$ cat config.mk
export PLATFORM = sky130hd
export DESIGN_NAME = simul_axi_slave_rdresp
export DESIGN_NICKNAME = d
export VERILOG_FILES = /design/src/rtl/simul_axi_pkg.sv /design/src/rtl/simul_axi_rd_cmd_queue.sv /design/src/rtl/simul_axi_slave_rdresp.sv
export SDC_FILE = /design/constraint.sdc
export NUM_CORES = 1
export LEC_CHECK = 0
export ABC_AREA = 1
export CAP_MARGIN = 10
export CORE_ASPECT_RATIO = 1.4
export CORE_UTILIZATION = 55
export CTS_BUF_LIST = sky130_fd_sc_hd__clkbuf_16
export DETAILED_ROUTE_END_ITERATION = 16
export PLACE_DENSITY = 0.86
export SLEW_MARGIN = 0
export SYNTH_ARGS = -nofsm -noshare
export SYNTH_HDL_FRONTEND = slang
export SYNTH_HIERARCHICAL = 1
export SYNTH_SLANG_ARGS = --single-unit
$ cat constraint.sdc
create_clock -name clk -period 5 [get_ports clk]
set_input_delay 0.75 -clock clk [delete_from_list [all_inputs] [get_ports clk]]
set_output_delay 0.75 -clock clk [all_outputs]
set_load 0.02 [all_outputs]
$ cat src/rtl/simul_axi_pkg.sv
// Shared definitions for the simulation AXI3 read-slave model.
//   - burst / response encodings
//   - ar_cmd_t: the fixed-width part of a queued AR command (len/size/burst).
//     ID and address are packed alongside it by the top, because their
//     widths are per-instance parameters.
//   - is_slverr(): decides whether a whole burst is answered with SLVERR.
package simul_axi_pkg;

    typedef enum logic [1:0] {
        BURST_FIXED = 2'b00,
        BURST_INCR  = 2'b01,
        BURST_WRAP  = 2'b10,
        BURST_RSVD  = 2'b11
    } burst_t;

    typedef enum logic [1:0] {
        RESP_OKAY   = 2'b00,
        RESP_SLVERR = 2'b10
    } resp_t;

    typedef enum logic [1:0] {
        ST_IDLE,
        ST_WAIT,
        ST_BURST
    } rd_state_t;

    typedef struct packed {
        logic [3:0] len;
        logic [2:0] size;
        burst_t     burst;
    } ar_cmd_t;

    // addr_lo only needs enough bits to test alignment for the largest size (128 B).
    function automatic logic is_slverr(input ar_cmd_t c, input logic [6:0] addr_lo,
                                       input int unsigned max_bytes);
        logic [7:0] bytes;
        logic [6:0] amask;
        logic       wrap_len_ok;
        bytes       = 8'd1 << c.size;
        amask       = 7'(bytes - 8'd1);
        wrap_len_ok = c.len inside {4'd1, 4'd3, 4'd7, 4'd15};
        is_slverr   = (c.burst == BURST_RSVD)
                   || (c.burst == BURST_WRAP && !wrap_len_ok)
                   || (c.burst == BURST_WRAP && (addr_lo & amask) != 7'd0)
                   || (32'(bytes) > max_bytes);
    endfunction

endpackage

$ cat src/rtl/simul_axi_rd_cmd_queue.sv
// Synchronous FIFO holding accepted AR commands.
//   clk, reset   : clock, synchronous active-high reset
//   in_data/in_valid/in_ready : push side; in_ready is registered
//   out_data/out_valid/pop    : pop side; out_data is the current head
//   count        : number of stored entries
// DEPTH must be a power of two so the pointers wrap naturally.
module simul_axi_rd_cmd_queue #(
    parameter int WIDTH = 8,
    parameter int DEPTH = 8
) (
    input  logic                     clk,
    input  logic                     reset,
    input  logic [WIDTH-1:0]         in_data,
    input  logic                     in_valid,
    output logic                     in_ready,
    output logic [WIDTH-1:0]         out_data,
    output logic                     out_valid,
    input  logic                     pop,
    output logic [$clog2(DEPTH):0]   count
);
    localparam int AW = $clog2(DEPTH);
    localparam logic [AW:0] FULL_CNT = (AW+1)'(DEPTH);

    logic [WIDTH-1:0] mem [DEPTH];
    logic [AW-1:0]    wr_ptr, rd_ptr;
    logic [AW:0]      count_next;
    logic             push, do_pop;

    assign push      = in_valid && in_ready;
    assign out_valid = (count != '0);
    assign do_pop    = pop && out_valid;
    assign out_data  = mem[rd_ptr];

    always_comb begin
        count_next = count;
        if (push && !do_pop)
            count_next = count + (AW+1)'(1);
        else if (!push && do_pop)
            count_next = count - (AW+1)'(1);
    end

    always_ff @(posedge clk) begin
        if (reset) begin
            wr_ptr   <= '0;
            rd_ptr   <= '0;
            count    <= '0;
            in_ready <= 1'b0;
        end else begin
            if (push)   wr_ptr <= wr_ptr + AW'(1);
            if (do_pop) rd_ptr <= rd_ptr + AW'(1);
            count    <= count_next;
            // Registered ready: low exactly when next cycle's occupancy is full.
            in_ready <= (count_next != FULL_CNT);
        end
    end

    always_ff @(posedge clk) begin
        if (push) mem[wr_ptr] <= in_data;
    end

endmodule

$ cat src/rtl/simul_axi_slave_rdresp.sv
// Simulation AXI3 read slave: queues AR commands and answers each with an
// R burst whose data is the beat address (no memory behind it).
//   clk, reset                          : clock, synchronous active-high reset
//   arid/araddr/arlen/arsize/arburst,
//   arvalid/arready                     : AR channel (arready = queue not full)
//   rid/rdata/rresp/rlast/rvalid/rready : R channel
//   busy                                : queue non-empty or burst in progress
// Optional: define SIMUL_AXI_SLAVE_RD_STALL_EN to insert pseudo-random
// gaps before each beat, driven by an 8-bit Galois LFSR.
module simul_axi_slave_rdresp
    import simul_axi_pkg::*;
#(
    parameter int         ID_WIDTH      = 12,
    parameter int         ADDRESS_WIDTH = 32,
    parameter int         DATA_WIDTH    = 32,
    parameter int         DEPTH         = 8,
    parameter int         LATENCY       = 0,
    parameter logic [7:0] LFSR_SEED     = 8'hA5
) (
    input  logic                     clk,
    input  logic                     reset,
    input  logic [ID_WIDTH-1:0]      arid,
    input  logic [ADDRESS_WIDTH-1:0] araddr,
    input  logic [3:0]               arlen,
    input  logic [2:0]               arsize,
    input  logic [1:0]               arburst,
    input  logic                     arvalid,
    output logic                     arready,
    output logic [ID_WIDTH-1:0]      rid,
    output logic [DATA_WIDTH-1:0]    rdata,
    output logic [1:0]               rresp,
    output logic                     rlast,
    output logic                     rvalid,
    input  logic                     rready,
    output logic                     busy
);
    localparam int QW = ID_WIDTH + ADDRESS_WIDTH + $bits(ar_cmd_t);
    localparam int unsigned DATA_BYTES = DATA_WIDTH / 8;
    localparam logic [15:0] WAIT_INIT = (LATENCY > 0) ? 16'(LATENCY - 1) : 16'd0;
    localparam rd_state_t   AFTER_POP = (LATENCY > 0) ? ST_WAIT : ST_BURST;

    rd_state_t state, state_next;

    ar_cmd_t                  in_cmd, head_cmd, cur_cmd;
    logic [QW-1:0]            q_in, q_out;
    logic                     q_valid, pop;
    logic [$clog2(DEPTH):0]   q_count;
    logic [ID_WIDTH-1:0]      head_id, cur_id;
    logic [ADDRESS_WIDTH-1:0] head_addr, cur_addr, next_addr, step, wrap_b, wrap_m;
    logic [3:0]               cur_beat;
    resp_t                    cur_resp;
    logic [15:0]              wcnt;
    logic                     shown, hs, last_beat, stall;

    assign in_cmd = '{len: arlen, size: arsize, burst: burst_t'(arburst)};
    assign q_in   = {arid, araddr, in_cmd};
    assign {head_id, head_addr, head_cmd} = q_out;

    simul_axi_rd_cmd_queue #(.WIDTH(QW), .DEPTH(DEPTH)) u_queue (
        .clk       (clk),
        .reset     (reset),
        .in_data   (q_in),
        .in_valid  (arvalid),
        .in_ready  (arready),
        .out_data  (q_out),
        .out_valid (q_valid),
        .pop       (pop),
        .count     (q_count)
    );

`ifdef SIMUL_AXI_SLAVE_RD_STALL_EN
    logic [7:0] lfsr;
    // Right-shifting Galois form of x^8+x^6+x^5+x^4+1.
    always_ff @(posedge clk) begin
        if (reset) lfsr <= LFSR_SEED;
        else       lfsr <= {1'b0, lfsr[7:1]} ^ (lfsr[0] ? 8'hB8 : 8'h00);
    end
    assign stall = lfsr[0];
`else
    assign stall = 1'b0;
`endif

    assign hs        = rvalid && rready;
    assign last_beat = (cur_beat == cur_cmd.len);

    // Address of the following beat for the burst in flight.
    always_comb begin
        step      = ADDRESS_WIDTH'(1) << cur_cmd.size;
        wrap_b    = ADDRESS_WIDTH'({1'b0, cur_cmd.len} + 5'd1) << cur_cmd.size;
        wrap_m    = wrap_b - ADDRESS_WIDTH'(1);
        next_addr = cur_addr;
        case (cur_cmd.burst)
            BURST_INCR: next_addr = cur_addr + step;
            BURST_WRAP: next_addr = (cur_addr & ~wrap_m) | ((cur_addr + step) & wrap_m);
            default:    next_addr = cur_addr;
        endcase
    end

    // State register
    always_ff @(posedge clk) begin
        if (reset) state <= ST_IDLE;
        else       state <= state_next;
    end

    // Next state; pop is issued here so the last beat can chain straight
    // into the next burst on the same edge.
    always_comb begin
        state_next = state;
        pop        = 1'b0;
        case (state)
            ST_IDLE: if (q_valid) begin
                pop        = 1'b1;
                state_next = AFTER_POP;
            end
            ST_WAIT: if (wcnt == 16'd0) state_next = ST_BURST;
            ST_BURST: if (hs && last_beat) begin
                if (q_valid) begin
                    pop        = 1'b1;
                    state_next = AFTER_POP;
                end else begin
                    state_next = ST_IDLE;
                end
            end
            default: state_next = ST_IDLE;
        endcase
    end

    // Outputs. Once a beat is shown it stays valid regardless of the stall.
    always_comb begin
        rvalid = (state == ST_BURST) && (shown || !stall);
        rlast  = (state == ST_BURST) && last_beat;
        rid    = cur_id;
        rdata  = DATA_WIDTH'(cur_addr);
        rresp  = cur_resp;
        busy   = (q_count != '0) || (state != ST_IDLE);
    end

    // Burst datapath
    always_ff @(posedge clk) begin
        if (reset) begin
            cur_id   <= '0;
            cur_addr <= '0;
            cur_cmd  <= '0;
            cur_beat <= '0;
            cur_resp <= RESP_OKAY;
            wcnt     <= '0;
            shown    <= 1'b0;
        end else begin
            if (pop) begin
                cur_id   <= head_id;
                cur_addr <= head_addr;
                cur_cmd  <= head_cmd;
                cur_beat <= '0;
                cur_resp <= is_slverr(head_cmd, 7'(head_addr), DATA_BYTES) ? RESP_SLVERR : RESP_OKAY;
                wcnt     <= WAIT_INIT;
            end else if (hs) begin
                cur_addr <= next_addr;
                cur_beat <= cur_beat + 4'd1;
            end
            if (state == ST_WAIT) wcnt <= wcnt - 16'd1;
            shown <= rvalid && !rready;
        end
    end

endmodule
==> flow_summary_export.csv, run 1 <==
group,metric,value,unit
final_layout,fin_nets,2148,
setup_path,slowest_stage,"dfxtp_1",
synthesis,syn_area,21620,um^2
global_routing,antenna_found_initial,0,
setup_path,slowest_delay,0.60,ns
timing,final.setup.worst_slack,1.691,ns
cts,h-tree-depth,2,
synthesis,yosysWarningCount,6,
timing,fin_crit,3.309,ns
synthesis,synth-compound-area-share,10.50,%
place,post-place-ws,1.647,ns
timing,setup_viol,0,
timing,rsz0062_at_grt,"false",
place,place_area,23010,um^2
place,port_buffers,105,
final_layout,stdcell_area,24470,um^2
synthesis,synthArstFlopShare,0,%
place,placed_cells_incl_taps,2549,
die,dieArea,40120,um^2
timing,finalMaxSlewViolations,0,
setup_path,cp_max_fo,12,
setup_path,path_cells,"inv_2, nor2_1, inv_1, nor2_1, inv_1, fa_1, inv_1, nand3_1, nand2_1, nand2_1, nand3_1, nand2_1, nor2_1, inv_1, nor2_1, xor2_1, nand3_1, a21oi_1",
timing,whs,0.4784,ns
die,die_height,236.6,um
global_routing,overflow,0,
die,die_w,169.6,um
die,rows,85,
timing,finalCritPeriodShare,66.18,%
synthesis,syn_inst,2006,
cts,clkLatencyLatePin,0.57,ns
timing,fin_tns_setup,0,ns
timing,worst_slew_pin_slew,1.174,ns
power_and_ir_drop,power.leakage,8.690,nW
setup_path,cp.arrival,3.79,ns
synthesis,ys_ff_latch,497,
final_layout,diodes,0,
route,routed_wl,54120,um
synthesis,synth.distinct_cells,51,
synthesis,synthXorXnorAreaFrac,1.013,%
route,ant_nets,0,
synthesis,synth_top_family_by_area,"simple AND/OR/NAND/NOR gates",
cts,post_cts_resized,0,
synthesis,syn_area_per_cell,10.78,um^2
die,start_util,56.00,%
power_and_ir_drop,total_power,12.64,mW
place,gp_congestion,0.9260,
cts,clockBufferDepth,3,
route,viasPerCell,6.014,
synthesis,ys_seq_area_share,65.65,%
timing,skew,0.02285,ns
outcome,status,"finished clean",
worst_hold_path,hold_path.class,"reg -> reg",
die,ioPinCount,107,
final_layout,fin_util,63.40,%
synthesis,synth-simple-area-share,17.42,%
setup_path,critPathCaptureType,"flop",
die,core_area,38610,um^2
power_and_ir_drop,vdd_ir_drop_max,0.0003679,V
route,drc,0,
cts,cts_sinks,497,
global_routing,grt_pass1_wl,83370,um
timing,max_freq,302.2,MHz
place,dp_hpwl,32730,um
synthesis,yosys.area_share.adder,1.076,%
power_and_ir_drop,power_density,516.5,nW/um^2
cts,hold_buffers,0,
final_layout,multi_input_area,6551,um^2
cts,path_clk_slew,0.07,ns
route,wl_per_cell,20.58,um
final_layout,nFillCells,2725,
synthesis,syn-num-nets,2081,
cts,cts_tree,"done",
setup_path,critical_path_class,"reg -> reg",
synthesis,synth_edf_count,424,
final_layout,drive_gt1_share,7.306,%
route,drtIter0Drc,1729,
run,drv_cap,0,
setup_path,crit_required,5.48,ns
global_routing,grt_pass1_vias,15787,
synthesis,synthMuxAreaShare,0,%
final_layout,layout.area.seq,14200,um^2
cts,post_cts.repair.setup_buffers,0,
timing,relSlewSlack,21.76,%
route,vias,15818,
global_routing,grt_max_degree,213,
final_layout,areaGrowthSynthToFinish,13.21,%
final_layout,instances_no_fill,2630,
timing,hold_viol,0,
global_routing,grt_usage,27.04,%
route,first_pass_iters,6,
cts,clockRootBuffer,"clkbuf_16",
cts,cts_made_buffers,44,
synthesis,ys.flop_type,"edfxtp_1",
setup_path,critPathLaunchType,"flop",
## cells by family after synthesis
| kind of cell | Yosys count |
|---|---|
| buf+inv | 203 |
| simple gates | 903 |
| fa+ha+maj | 18 |
| other cells | 1 |
| xor+xnor | 25 |
| compound gates | 359 |
| flops | 497 |
## sequential cells by signal, summed over array words and instances, names as in the netlist, named ones only
register          count
u_queue/wr_ptr        3
rid                  12
u_queue/in_ready      1
u_queue/count         4
state                 1
cur_beat              4
u_queue/rd_ptr        3
cur_cmd               9
u_queue/mem         424
rresp                 1
## placed cells by master (no fill, tap or decap), types with 4 or more instances in the layout
| master | instances |
|---|---|
| a21oi_1 | 60 |
| a31oi_1 | 5 |
| buf_4 | 23 |
| bufinv_16 | 5 |
| clkbuf_16 | 46 |
| clkdlybuf4s50_1 | 105 |
| clkinv_1 | 10 |
| clkinv_2 | 5 |
| dfxtp_1 | 70 |
| edfxtp_1 | 424 |
| ha_1 | 17 |
| inv_1 | 91 |
| inv_2 | 10 |
| nand2_1 | 338 |
| nand2_2 | 14 |
| nand3_1 | 63 |
| nand3_2 | 8 |
| nand4_1 | 16 |
| nor2_1 | 418 |
| nor2_4 | 13 |
| nor3_1 | 8 |
| nor4_1 | 6 |
| o211ai_1 | 6 |
| o21ai_0 | 162 |
| o21ai_1 | 6 |
| o32ai_1 | 106 |
| or2_0 | 4 |
| or2_2 | 4 |
| xnor2_1 | 9 |
| xor2_1 | 16 |
## layer usage
layer | up-vias | global-route usage [%] | part of all wire, % | routed length, um
li1 | 7192 | - | - | -
met4 | 0 | 13.90 | 4.4 | 2400
met2 | 850 | 47.85 | 52 | 28150
met5 | - | 0 | 0 | 0
met3 | 189 | 3.393 | 7.1 | 3839
met1 | 7587 | 32.15 | 36 | 19730
## synth_stat cells, drive strengths merged (17+ instances only)
| cell | number | share of area (%) |
|---|---|---|
| buf | 61 | 1.8 |
| dfxtp | 73 | 6.8 |
| inv | 94 | 1.6 |
| nor2 | 434 | 7.9 |
| edfxtp | 424 | 59 |
| a21oi | 63 | 1.5 |
| ha | 17 | 0.98 |
| nand2 | 354 | 6.4 |
| o21ai | 171 | 4.0 |
| clkbuf | 47 | 0.82 |
| o32ai | 106 | 4.3 |
| nand3 | 73 | 2.0 |
## worst max-delay path, delay by kind of cell, from the launching register on
family / cells / cell delay, ns
simple gates: 10 / 1.35
flops: 1 / 0.60
buf+inv: 5 / 0.56
fa+ha+maj: 1 / 0.40
compound gates: 1 / 0.17
xor+xnor: 1 / 0.16
## power by group
part	total, mW	internal [mW]	switching [mW]
Combinational	4.05	1.30	2.74
Clock	3.43	1.93	1.49
Sequential	5.17	4.86	0.311
## area by class of cell
class                           count  share of cell area, %
Clock inverter                     35                  1.263
Inverter                           95                  1.488
Sequential cell                   497                  58.03
Clock buffer                       46                  4.703
Tap cell                          522                  2.669
Timing Repair Buffer              129                  5.082
Multi-Input combinational cell   1306                  26.77
## worst paths after layout
check | startpoint | end | slack (ns) | depth (start not counted)
max | cur_cmd[2] | flop | 1.69 | 18
min | cur_cmd[0] | cur_cmd[0] | 0.48 | 2
max reg2reg | cur_cmd[2] | flop | 1.69 | 18
min reg2reg | cur_cmd[0] | cur_cmd[0] | 0.48 | 2
Note: power is estimated with default switching activity, not from simulation.
==> run 2, diff against run 1 <==
--- a/config.mk
+++ b/config.mk
@@ -8,10 +8,10 @@
 export ABC_AREA = 1
 export CAP_MARGIN = 10
 export CORE_ASPECT_RATIO = 1.4
-export CORE_UTILIZATION = 55
+export CORE_UTILIZATION = 54
 export CTS_BUF_LIST = sky130_fd_sc_hd__clkbuf_16
 export DETAILED_ROUTE_END_ITERATION = 16
-export PLACE_DENSITY = 0.86
+export PLACE_DENSITY = 0.88
 export SLEW_MARGIN = 0
 export SYNTH_ARGS = -nofsm -noshare
 export SYNTH_HDL_FRONTEND = slang
==> constraint.sdc (replaced) <==
create_clock -name clk -period 2.9 [get_ports clk]
set_input_delay 0.435 -clock clk [delete_from_list [all_inputs] [get_ports clk]]
set_output_delay 0.435 -clock clk [all_outputs]
set_load 0.02 [all_outputs]
==> run 2 against run 1 <==
Against the previous run:
- count of clock-buffer cells in the layout is 1 lower
- largest cell class unchanged
- first-iteration DRC count grew 7.2%
- largest power group unchanged
- clock power rose by 66%
- combinational power is 80% higher
- critical path depth shrank 2
- global-route usage about the same
==> flow_summary_export.csv, run 2 (synthesis gave the netlist of run 1 again) <==
group,metric,value,unit
outcome,status,"finished clean",
global_routing,grt_pass1_vias,15643,
run,drv_cap,0,
timing,fin_crit,2.714,ns
power_and_ir_drop,power_density,870.5,nW/um^2
timing,relSlewSlack,44.63,%
final_layout,fin_util,63.77,%
route,ant_nets,0,
cts,h-tree-depth,2,
power_and_ir_drop,power.leakage,8.966,nW
global_routing,grt_usage,27.01,%
final_layout,fin_nets,2189,
route,routed_wl,54730,um
timing,rsz0062_at_grt,"false",
die,die_height,238.8,um
setup_path,cp_max_fo,6,
timing,worst_slew_pin_slew,0.8306,ns
worst_hold_path,min_delay_path_depth,2,
final_layout,drive_gt1_share,9.530,%
route,first_pass_iters,6,
power_and_ir_drop,vdd_ir_drop_max,0.0007050,V
die,start_util,54.90,%
power_and_ir_drop,total_power,21.86,mW
setup_path,crit_required,3.36,ns
final_layout,nFillCells,2777,
route,drtIter0Drc,1853,
final_layout,final_cell_mix,"424 x edfxtp_1, 415 x nor2_1, 336 x nand2_1, 162 x o21ai_0, 106 x o32ai_1",
place,port_buffers,105,
cts,path_clk_slew,0.07,ns
worst_hold_path,hold_path.class,"reg -> reg",
setup_path,critPathCaptureType,"flop",
global_routing,grt_max_degree,135,
die,dieArea,40850,um^2
die,core_area,39380,um^2
timing,finalMaxSlewViolations,0,
cts,clkLatencyLatePin,0.57,ns
final_layout,areaGrowthSynthToFinish,16.16,%
cts,cts_made_buffers,45,
timing,finalCritPeriodShare,93.57,%
timing,skew,0.01688,ns
setup_path,r2r_slack,0.19,ns
cts,cts_tree,"done",
route,drc,0,
place,post-place-ws,0.001823,ns
cts,clockBufferDepth,3,
cts,hold_buffers,0,
route,viasPerCell,5.987,
route,vias,16057,
worst_hold_path,holdPathEnd,"cur_cmd[0]",
die,die_w,171.1,um
final_layout,final_common_cell,"edfxtp_1",
timing,hold_viol,0,
route,wl_per_cell,20.41,um
global_routing,antenna_found_initial,5,
cts,post_cts.repair.setup_buffers,0,
setup_path,critical_path_class,"reg -> reg",
timing,max_freq,368.5,MHz
die,ioPinCount,107,
timing,setup_viol,0,
global_routing,grt_pass1_wl,84130,um
setup_path,critPathLaunchType,"flop",
setup_path,cp.arrival,3.18,ns
setup_path,reg2regPathDepth,16,
setup_path,reg2reg_from,"cur_cmd[3]",
global_routing,overflow,0,
final_layout,regMostFlops,"u_queue/mem",
place,dp_hpwl,33450,um
cts,clockRootBuffer,"clkbuf_16",
die,rows,86,
cts,cts_sinks,497,
timing,final.setup.worst_slack,0.1863,ns
worst_hold_path,worstHoldStart,"cur_cmd[0]",
place,gp_congestion,0.9105,
final_layout,largest_register_ffs,424,
-- run 2: power breakdown --
group	leakage [nW]	internal (mW)	switching, mW
Clock	0.720	3.12	2.59
Combinational	3.81	2.47	4.82
Sequential	4.43	8.37	0.481
Total	8.97	14.0	7.89
-- run 2: repair_timing --
action | in CTS | in global routing
hold endpoints to repair | 0 | 0
gates resized for setup | 1 | 12
gates cloned | 0 | 0
setup endpoints to repair | 2 | 16
pin swaps | 0 | 0
-- run 2: stage by stage --
| step | std cells | area (um^2) | setup TNS (ns) | hold slack, ns |
|---|---|---|---|---|
| 2_1_floorplan | 2006 | 21630 | -140.99 | 0.4331 |
| 3_3_place_gp | 2595 | 23650 | 0 | 0.4465 |
| 3_5_place_dp | 2595 | 23650 | 0 | 0.4526 |
| 4_1_cts | 2679 | 25070 | 0 | 0.4692 |
| 5_1_grt | 2682 | 25110 | 0 | 0.4920 |
| 6_report | 2682 | 25110 | 0 | 0.4674 |
-- run 2: critical path: stages, from the launching register on --
cell and delay [ns]:
dfxtp_1 0.44, buf_4 0.18, nand2_1 0.07, nor2_1 0.23, ha_1 0.26, nand2_1 0.14
nor4_1 0.31, nand2_1 0.10, nand2_1 0.14, nand2_1 0.11, nor2_1 0.16, nand2_1 0.08
xor2_1 0.14, nand3_1 0.07, nand3_1 0.07, nand2_1 0.08, inv_1 0.04
-- run 2: area by class of cell --
| type | count | area [um^2] | share of cell area (%) |
|---|---|---|---|
| tap | 528 | 660.6 | 2.631 |
| clock inverter | 39 | 291.5 | 1.161 |
| multi-input combinational | 1306 | 6586 | 26.23 |
| inverter | 95 | 364.1 | 1.450 |
| antenna | 3 | 7.507 | 0.02989 |
| sequential | 497 | 14210 | 56.57 |
| timing repair buffer | 169 | 1869 | 7.444 |
| clock buffer | 45 | 1126 | 4.484 |
-- run 2: worst max-delay path by stage --
stage | end | cells after the start | startpoint | slack, ns
2_1_floorplan | u_queue/mem[0][0] | 4 | u_queue/in_ready | -0.67
3_3_place_gp | flop | 18 | cur_cmd[2] | 0.1
3_5_place_dp | flop | 18 | cur_cmd[2] | 0.002
4_1_cts | flop | 18 | cur_cmd[2] | 0.04
5_1_grt | flop | 17 | cur_cmd[7] | 0.007
6_report | flop | 16 | cur_cmd[3] | 0.19
-- run 2: layer usage --
layer	GRT usage [%]	routed length [um]	vias to the layer above
met2	46.51	27850	940
met4	14.31	2455	4
li1	-	-	7278
met5	0	27	-
met3	4.338	4692	192
met1	32.38	19700	7643
